<file path="src/rtl/ysyx_23060203_ifu.sv">
// Instruction fetch unit: single-outstanding request FSM with static branch
// prediction, redirect handling and a one-entry instruction buffer to decode.
module ysyx_23060203_ifu #(
  parameter logic [31:0] RESET_PC = 32'h3000_0000
) (
  input  logic        clock_i,
  input  logic        reset_ni,
  input  logic        flush_i,
  input  logic [31:0] flush_dnpc_i,
  input  logic        jump_flush_i,
  input  logic [31:0] jump_dnpc_i,
  output logic        imem_req_valid_o,
  input  logic        imem_req_ready_i,
  output logic [31:0] imem_addr_o,
  input  logic        imem_resp_valid_i,
  input  logic [31:0] imem_resp_data_i,
  output logic        out_valid_o,
  input  logic        out_ready_i,
  output logic [31:0] out_pc_o,
  output logic [31:0] out_inst_o
);

  localparam logic [1:0] S_REQ  = 2'd0;
  localparam logic [1:0] S_WAIT = 2'd1;
  localparam logic [1:0] S_HOLD = 2'd2;

  logic [1:0]  state_q, state_d;
  logic [31:0] pc_q, pc_d;
  logic [31:0] npc_q, npc_d;
  logic        drop_q, drop_d;
  logic [31:0] out_pc_q, out_pc_d;
  logic [31:0] out_inst_q, out_inst_d;

  logic        redir;
  logic [31:0] target;
  logic [31:0] imm_j, imm_b, pred_off, pred_npc;
  logic [31:0] inst;

  assign inst   = imem_resp_data_i;
  assign redir  = flush_i | jump_flush_i;
  assign target = flush_i ? {flush_dnpc_i[31:1], 1'b0} : {jump_dnpc_i[31:1], 1'b0};

  assign imm_j = {{12{inst[31]}}, inst[19:12], inst[20], inst[30:21], 1'b0};
  assign imm_b = {{20{inst[31]}}, inst[7], inst[30:25], inst[11:8], 1'b0};

  // Backward branches are predicted taken, JAL always taken, everything else falls through.
  always_comb begin
    pred_off = 32'd4;
    if (inst[6:2] == 5'b11011) begin
      pred_off = imm_j;
    end else if (inst[6:2] == 5'b11000 && inst[31]) begin
      pred_off = imm_b;
    end
  end

  assign pred_npc = pc_q + pred_off;

  always_comb begin
    state_d    = state_q;
    pc_d       = pc_q;
    npc_d      = npc_q;
    drop_d     = drop_q;
    out_pc_d   = out_pc_q;
    out_inst_d = out_inst_q;
    case (state_q)
      S_REQ: begin
        if (imem_req_ready_i) begin
          state_d = S_WAIT;
          drop_d  = redir;
        end
        if (redir) pc_d = target;
      end
      S_WAIT: begin
        if (imem_resp_valid_i) begin
          if (drop_q || redir) begin
            state_d = S_REQ;
            drop_d  = 1'b0;
          end else begin
            state_d    = S_HOLD;
            out_pc_d   = pc_q;
            out_inst_d = inst;
            npc_d      = {pred_npc[31:1], 1'b0};
          end
        end else if (redir) begin
          drop_d = 1'b1;
        end
        if (redir) pc_d = target;
      end
      S_HOLD: begin
        if (redir) begin
          state_d = S_REQ;
          pc_d    = target;
        end else if (out_ready_i) begin
          state_d = S_REQ;
          pc_d    = npc_q;
        end
      end
      default: begin
        state_d = S_REQ;
        drop_d  = 1'b0;
      end
    endcase
  end

  always_ff @(posedge clock_i or negedge reset_ni) begin
    if (!reset_ni) begin
      state_q    <= S_REQ;
      pc_q       <= {RESET_PC[31:1], 1'b0};
      npc_q      <= {RESET_PC[31:1], 1'b0};
      drop_q     <= 1'b0;
      out_pc_q   <= 32'd0;
      out_inst_q <= 32'd0;
    end else begin
      state_q    <= state_d;
      pc_q       <= pc_d;
      npc_q      <= npc_d;
      drop_q     <= drop_d;
      out_pc_q   <= out_pc_d;
      out_inst_q <= out_inst_d;
    end
  end

  assign imem_req_valid_o = (state_q == S_REQ);
  assign imem_addr_o      = pc_q;
  assign out_valid_o      = (state_q == S_HOLD);
  assign out_pc_o         = out_pc_q;
  assign out_inst_o       = out_inst_q;

endmodule

</file>
<file path="config.mk">
export PLATFORM = sky130hd
export DESIGN_NAME = ysyx_23060203_ifu
export DESIGN_NICKNAME = d
export VERILOG_FILES = /design/src/rtl/ysyx_23060203_ifu.sv
export SDC_FILE = /design/constraint.sdc
export NUM_CORES = 1
export LEC_CHECK = 0
export BUFFER_PORTS_ARGS = -buffer_cell sky130_fd_sc_hd__buf_2
export CAP_MARGIN = 0
export CORE_MARGIN = 1
export CORE_UTILIZATION = 53
export DETAILED_ROUTE_END_ITERATION = 6
export PLACE_DENSITY = 0.81
export SLEW_MARGIN = 0
export SYNTH_ARGS = -nofsm -noshare
export SYNTH_HDL_FRONTEND = slang
export SYNTH_SLANG_ARGS = --single-unit
</file>
<file path="constraint.sdc">
create_clock -name clock_i -period 2.5 [get_ports clock_i]
set_input_delay 0 -clock clock_i [delete_from_list [all_inputs] [get_ports clock_i]]
set_output_delay 0 -clock clock_i [all_outputs]
set_load 0.01 [all_outputs]
</file>
==> key figures, run 1 <==
Route
  – First-iteration detailed-routing DRC count: roughly 580
  – Drt pass-1 iters: 7
  – Via-per-instance ratio: roughly 5.5
  – Routed len/inst: around 16 um
  – DRC violations left: 3
  – Vias: 7856
  – Total Wirelength: between 20 and 25 mm
  – Antenna viol nets, final: 0

Clock tree
  – H-tree Lvls: 4
  – CTS root buf: clkbuf_16
  – Clk sink count: ~130
  – CTS tree: yes
  – Num CTS Buffers: 17
  – Worst skew pair latency: between 400 and 500 ps
  – Clock Path Buffers: 2
  – Clk slew on worst S/H paths: 60 ps

Setup path
  – Worst setup EP type: flip-flop
  – Crit path DAT: between 2000 and 3000 ps
  – Flop-to-flop setup slack: between 100 and 150 ps
  – CP max stage cell: dlygate4sd3_1
  – Setup CP Type: in -> reg
  – Critical path's most frequent cell: buf_4
  – Worst R2R Path Depth: 11
  – Crit-path cells: buf_2 > dlygate4sd3_1 > buf_4 > nand2_4 > clkinvlp_4 > buf_12 > buf_6 > ha_2 > or3_4 > o21bai_1 > a31oi_2 > buf_4 > and3_1 > o31a_1 > nor3_2
  – Req. time, crit path: between 2000 and 3000 ps
  – RR Startpoint: imem_addr_o[1]$_DFFE_PN0P_
  – Largest stage delay on the critical path: around 550 ps
  – Peak fanout along the critical path: 8
  – R2r endpoint: npc_q[21]$_DFFE_PN0P_
  – Startpoint Class: input pin

Power and ir drop
  – Clk network pwr share: 30.4%
  – Comb pwr share: ~30%
  – Switching Fraction: around 34%
  – Leak pwr: around 5.6 nW
  – Cell internal pwr: 0.00564 W
  – P_sw: 0.00287 W
  – Share of power burned in registers: 39.5%
  – P per Cell Area: 798 nW/um^2
  – VDD IR max: a little over 0.5 mV

Timing
  – Slew Viols, Final: 0
  – TNS Setup: 0 ps
  – Final hold vios: 1
  – Relative slew slack: 62.8%
  – Max Clock Freq: 414 MHz
  – Hold WS: -34.5 ps
  – Tcrit/Tclk final: between 90% and 100%
  – Endpoints failing setup: 0
  – Crit path time final: roughly 2400 ps
  – Worst Clk Skew: a little over 9 ps
  – Worst-Margin Slew: between 500 and 600 ps

Synthesis
  – Synth Flop Type: dfrtp_1
  – Top cells by area, synth: dfrtp_1 42%, nand2_1 16%, o21ai_0 6.2%, ha_1 5.1%, mux2i_1 4.9%
  – Fraction of registers with async set/reset: 100%
  – Post-synth EDFFs: 0
  – Mapped Cells: 900
  – Yosys cell types: 64
  – Sequential share of the synthesized area: 43.3%
  – Avg Cell Area, Syn: approximately 8 um^2
  – Yosys Warn Count: 0
  – Synth top area share: a little over two fifths
  – #FFs+latches synth: about 130
  – Dominant cell type by area after synthesis: dfrtp_1
  – Post-Syn Area: about 7400 um^2

Worst hold path
  – Hold Path Sink: out_inst_o[8]$_DFFE_PN0P_
  – HP Start: imem_resp_data_i[8]
  – Worst hold path class: in -> reg
  – Cell depth of the worst hold path: 3

Run status
  – Failing checks: design-rule violations, negative hold slack
  – Status: finished with violations

Layout
  – Final Cell Area: around 11000 um^2
  – Filler cells: between 800 and 900
  – # diodes: 0
  – Nets: roughly 1400
  – Final std cells w/o fill: around 1400
  – Most common cell after layout, fill and taps aside: nand2_1
  – Share of cells above drive strength 1: 31.8%
  – Most frequent cells in the layout: 312 x nand2_1, 194 x buf_2, 124 x dfrtp_1
  – Area grow syn2layout: 43.9%

Placement
  – Post-Place Cell Area: a little over 9000 um^2
  – DP Cell Count: ~1300
  – DP Wirelength: approximately 16 mm
  – Port bufs: slightly below 200
  – Routability cong.: a little under 0.9

Die
  – Die Span Y: 120 um
  – Core area: 13500 um^2
  – Starting Density: a little under three fifths
  – I/O pin total: between 200 and 250
  – Die width: ~120 um
  – Die area: approximately 14000 um^2
  – Rows: 42

Global routing
  – Largest net degree at the start of global routing: 77
  – Grt total ovfl: 0
  – Initial antenna violation count: 0
  – Total GRT Usage: about a third
  – First-pass GRT wire length: between 30 and 40 mm
  – Vias in the first global route: around 7500

Run
  – Max-cap violation count: 0
[power by group through the flow]
stage	Combinational, W	Sequential (W)	Clock, W
floorplan	0.00101	0.00354	0
finish	0.00256	0.00336	0.00259
global route	0.00281	0.00344	0.00271
global placement	0.00229	0.00333	0
CTS	0.00248	0.00334	0.00259
detailed placement	0.00239	0.00336	0
[metal layers]
layer,global-route usage (%),up-vias,routed length (um)
li1,-,3708,-
met1,40.4,3733,9500
met2,55.1,350,11600
met4,13.3,0,721
met3,6.18,65,1580
met5,0,-,0
[area by class of cell]
| class | count | area [um^2] | area share [%] |
|---|---|---|---|
| clock buffers | 20 | 457 | 4.28 |
| flip-flops and latches | 128 | 3210 | 30.1 |
| repair buffers | 366 | 2490 | 23.3 |
| multi-input cells | 711 | 4090 | 38.4 |
| well taps | 176 | 220 | 2.06 |
| inverters | 11 | 45.0 | 0.422 |
| clock inverters | 12 | 159 | 1.49 |
[critical path, delay by kind of cell]
family                     cells  cell delay [ps]
buffers and inverters          7             1330
adders and majority gates      1              170
AOI/OAI and AO/OA              3              530
and+or+nand+nor                4              680
[state kept, by name, summed over array words and instances, names as in the netlist]
signal       cells
state_q          2
out_inst_o      32
out_pc_o        31
imem_addr_o     31
npc_q           31
drop_q           1
[logic make-up after synthesis]
| kind of cell | count (synthesis) | share of synthesized area (%) |
|---|---|---|
| DFF | 128 | 43.3 |
| muxes | 38 | 5.16 |
| AOI/OAI and AO/OA | 199 | 16.4 |
| xor gates and xnor gates | 21 | 2.48 |
| other | 1 | 0.0506 |
| and+or+nand+nor | 420 | 23.6 |
| adders and majority gates | 31 | 5.33 |
| buffers and inverters | 62 | 3.69 |
[worst max-delay path by stage]
stage	slack (ps)	end	startpoint
6_report	90	npc_q[31]$_DFFE_PN0P_	imem_resp_data_i[31]
5_1_grt	-30	npc_q[25]$_DFFE_PN0P_	imem_resp_data_i[4]
4_1_cts	9	npc_q[30]$_DFFE_PN0P_	imem_resp_data_i[31]
3_5_place_dp	-370	npc_q[30]$_DFFE_PN0P_	imem_resp_data_i[3]
3_3_place_gp	-220	npc_q[27]$_DFFE_PN0P_	imem_resp_data_i[4]
2_1_floorplan	-40	npc_q[27]$_DFFE_PN0P_	imem_resp_data_i[4]
[Yosys cell counts (all sizes together) (2+ instances only)]
master,n
dfrtp,124
mux2,2
a211o,2
a22o,3
nand2b,5
a31oi,2
o221ai,2
a211oi,2
o31a,2
o31ai,8
nand4,8
nor3,8
a2111oi,2
clkbuf,33
inv,11
mux2i,36
ha,30
o21a,8
o21bai,2
dfstp,4
nand2,315
a21oi,42
nor2,49
xor2,11
nor2b,3
nand3,5
o21ai,103
and2,9
or3,3
buf,18
and3,8
o211ai,3
xnor2,10
a21o,13
nor3b,2
[timing repair]
action | 4_1_cts | 5_1_grt
gates resized for setup | 0 | 32
setup endpoints to repair | 0 | 14
hold endpoints to repair | 169 | 0
hold buffers | 54 | 0
setup buffers | 0 | 3
[stage by stage]
step           hold slack, ps  total power (W)  setup WS (ps)  util (%)
2_1_floorplan            -296          0.00455          -42.1         -
3_3_place_gp            -79.0          0.00563           -218      69.4
4_1_cts                0.0883          0.00841           8.95      77.9
5_1_grt                  9.09          0.00896          -28.7      79.3
3_5_place_dp            -79.0          0.00574           -372      69.4
6_report                -34.5          0.00851           86.4      79.3
No activity file was read; power rests on OpenSTA's default activity.
==> run 2, diff against run 1 <==
Settings changed: CORE_ASPECT_RATIO set to 1.75.
==> run 2 against run 1 <==
Effect of this change: the run ends with negative hold slack left; global-route usage shrank 0.80 points; non-clock buffer count shrank 27; critical path depth shrank 5; total power grew 0.42%; die area grew 0.12%; hold slack gained 29 ps; largest cell class unchanged; highest routed layer unchanged.
==> key figures, run 2 (synthesized netlist as in run 1, its figures left out) <==
Layout
  – Most frequent cells in the layout: 311 x nand2_1, 194 x buf_2, 124 x dfrtp_1
  – # diodes: 0 (unchanged)
  – Number of flip-flops in the largest register: 32 (unchanged)
  – Final Cell Area: 10400 um^2 (-2.8%)
  – Filler cells: 937 (+7.1%)
  – Nets: 1342 (-2.0%)
  – Final core utilization: 76.7% (-2.6 points)
  – Most common cell after layout, fill and taps aside: nand2_1
  – Area grow syn2layout: 39.8%
  – Share of cells above drive strength 1: 31.4% (-0.44 points)
  – Final std cells w/o fill: 1395 (-2.0%)

Route
  – Antenna viol nets, final: 0 (unchanged)
  – Total Wirelength: 23.2 mm (-0.83%)
  – DRC violations left: 0 (-3)
  – Via-per-instance ratio: 5.50 (-0.25%)
  – Vias: 7677 (-2.3%)
  – Drt pass-1 iters: 6 (-1)
  – Routed len/inst: 16.6 um (+1.2%)
  – First-iteration detailed-routing DRC count: 378 (-35%)

Timing
  – Worst Clk Skew: 11.9 ps (+2.89 ps)
  – Tcrit/Tclk final: 97.7% (+1.1 points)
  – Max Clock Freq: 410 MHz (-1.1%)
  – Worst-Margin Slew: 576 ps (+18.5 ps)
  – Crit path time final: 2440 ps (+28.0 ps)
  – Endpoints failing setup: 0 (unchanged)
  – TNS Setup: 0 ps (unchanged)
  – Hold WS: -5.18 ps (+29.4 ps)
  – RSZ-0062 raised after global routing: yes
  – Final hold vios: 1 (unchanged)
  – Slew Viols, Final: 0 (unchanged)
  – Relative slew slack: 61.6% (-1.2 points)

Setup path
  – Crit path DAT: 2720 ps (about the same)
  – Peak fanout along the critical path: 3 (-5)
  – Startpoint Class: flip-flop
  – Req. time, crit path: 2780 ps (-30 ps)
  – Worst setup EP type: flip-flop
  – Setup CP Type: reg -> reg

Global routing
  – Initial antenna violation count: 0 (unchanged)
  – Grt total ovfl: 0 (unchanged)
  – Largest net degree at the start of global routing: 88 (+14%)
  – Total GRT Usage: 31.6% (-0.80 points)
  – First-pass GRT wire length: 35.3 mm (-3.7%)
  – Vias in the first global route: 7426 (-1.4%)

Placement
  – Port bufs: 196 (unchanged)
  – Routability cong.: 0.918 (+3.5%)
  – DP Cell Count: 1321 (-1.1%)
  – Post-Place Cell Area: 9210 um^2 (-1.3%)
  – DP Wirelength: 16.0 mm (+2.3%)

Power and ir drop
  – Overall power: 0.00855 W (+0.42%)
  – P per Cell Area: 824 nW/um^2 (+3.3%)
  – Leak pwr: 5.52 nW (-2.0%)
  – VDD IR max: 0.650 mV (+28%)

Run status
  – Status: finished with violations
  – Failing checks: negative hold slack

Clock tree
  – CTS root buf: clkbuf_16
  – Clock Path Buffers: 2 (unchanged)
  – H-tree Lvls: 4 (unchanged)
  – Worst skew pair latency: 420 ps (about the same)
  – Clk slew on worst S/H paths: 60 ps (about the same)
  – CTS tree: yes
  – Num CTS Buffers: 17 (unchanged)
  – Clk sink count: 128 (unchanged)

Die
  – Die area: 14500 um^2 (+0.12%)
  – Starting Density: 54.8% (-0.29 points)
  – Die Span Y: 158 um (+32%)
  – Rows: 56 (+33%)
  – Core area: 13500 um^2 (+0.52%)
  – I/O pin total: 201 (unchanged)
  – Die width: 91.4 um (-24%)

Run
  – Max-cap violation count: 0 (unchanged)

Worst hold path
  – Worst hold path class: in -> reg
## run 2: cell count changes in the layout (fill, tap and decap cells not counted), sizes merged
cell / delta
clkbuf: -2
buf: -11
bufinv: +1
inv: +4
dlygate4sd3: -17
dlymetal6s4s: +1
clkinvlp: -3
## run 2: path summary, 6_finish.rpt
check	from	depth (start not counted)	to	slack [ps]
max in group asynchronous	reset_ni	3	out_inst_o[0]$_DFFE_PN0P_	1580
max reg2reg	imem_addr_o[1]$_DFFE_PN0P_	10	npc_q[27]$_DFFE_PN0P_	60
min	jump_dnpc_i[15]	5	imem_addr_o[15]$_DFFE_PN0P_	-5
min in group asynchronous	reset_ni	2	out_inst_o[26]$_DFFE_PN0P_	110
min reg2reg	out_pc_o[18]$_DFFE_PN0P_	2	out_pc_o[18]$_DFFE_PN0P_	470
max	imem_addr_o[1]$_DFFE_PN0P_	10	npc_q[27]$_DFFE_PN0P_	60
## run 2: final cells by class
type                       count  area (um^2)  area share, %
multi-input combinational    711         4060           39.1
sequential                   128         3210           30.9
timing repair buffer         339         2200           21.2
clock buffer                  18          439           4.24
tap                          174          218           2.10
clock inverter                14          201           1.94
inverter                      11         45.0          0.434
## run 2: metal layers
metal | part of all wire (%) | global-route usage [%] | up-vias
li1 | - | - | 3658
met5 | 0 | 0 | -
met4 | 4.3 | 15.6 | 0
met1 | 36 | 33.3 | 3639
met2 | 55 | 60.0 | 305
met3 | 4.6 | 5.16 | 75
## run 2: timing repair
| action | 4_1_cts | 5_1_grt |
|---|---|---|
| gates resized for setup | 0 | 25 |
| hold endpoints to repair | 94 | 0 |
| pin swaps | 1 | 5 |
| endpoints found under the setup margin | 1 | 11 |
| hold buffers | 38 | 0 |
| setup buffers | 0 | 5 |
## run 2: power breakdown
| part | total (W) | internal, W | switching (W) | leakage, nW |
|---|---|---|---|---|
| clock network | 0.00272 | 0.00171 | 0.00101 | 0.308 |
| registers | 0.00336 | 0.00287 | 0.000494 | 1.60 |
| logic | 0.00246 | 0.00109 | 0.00137 | 3.61 |
| total | 0.00855 | 0.00567 | 0.00287 | 5.52 |
## run 2: metrics by stage
step	hold slack (ps)	setup slack (ps)
final	-5.18	58.5
after global routing	13.4	-53.0
after detailed placement	7.67	-341
after CTS	1.45	16.1
after floorplan	-296	-42.1
after global placement	6.84	-255
## run 2: worst max-delay path: stages (launching register included)
cell       delay (ps)
dfrtp_1           390
ha_2              200
inv_2              40
fa_2              360
nor2b_2           140
o211ai_1          130
a21oi_4           210
o21ai_4            90
a2111oi_4         380
mux2i_1           230
o311ai_1          120
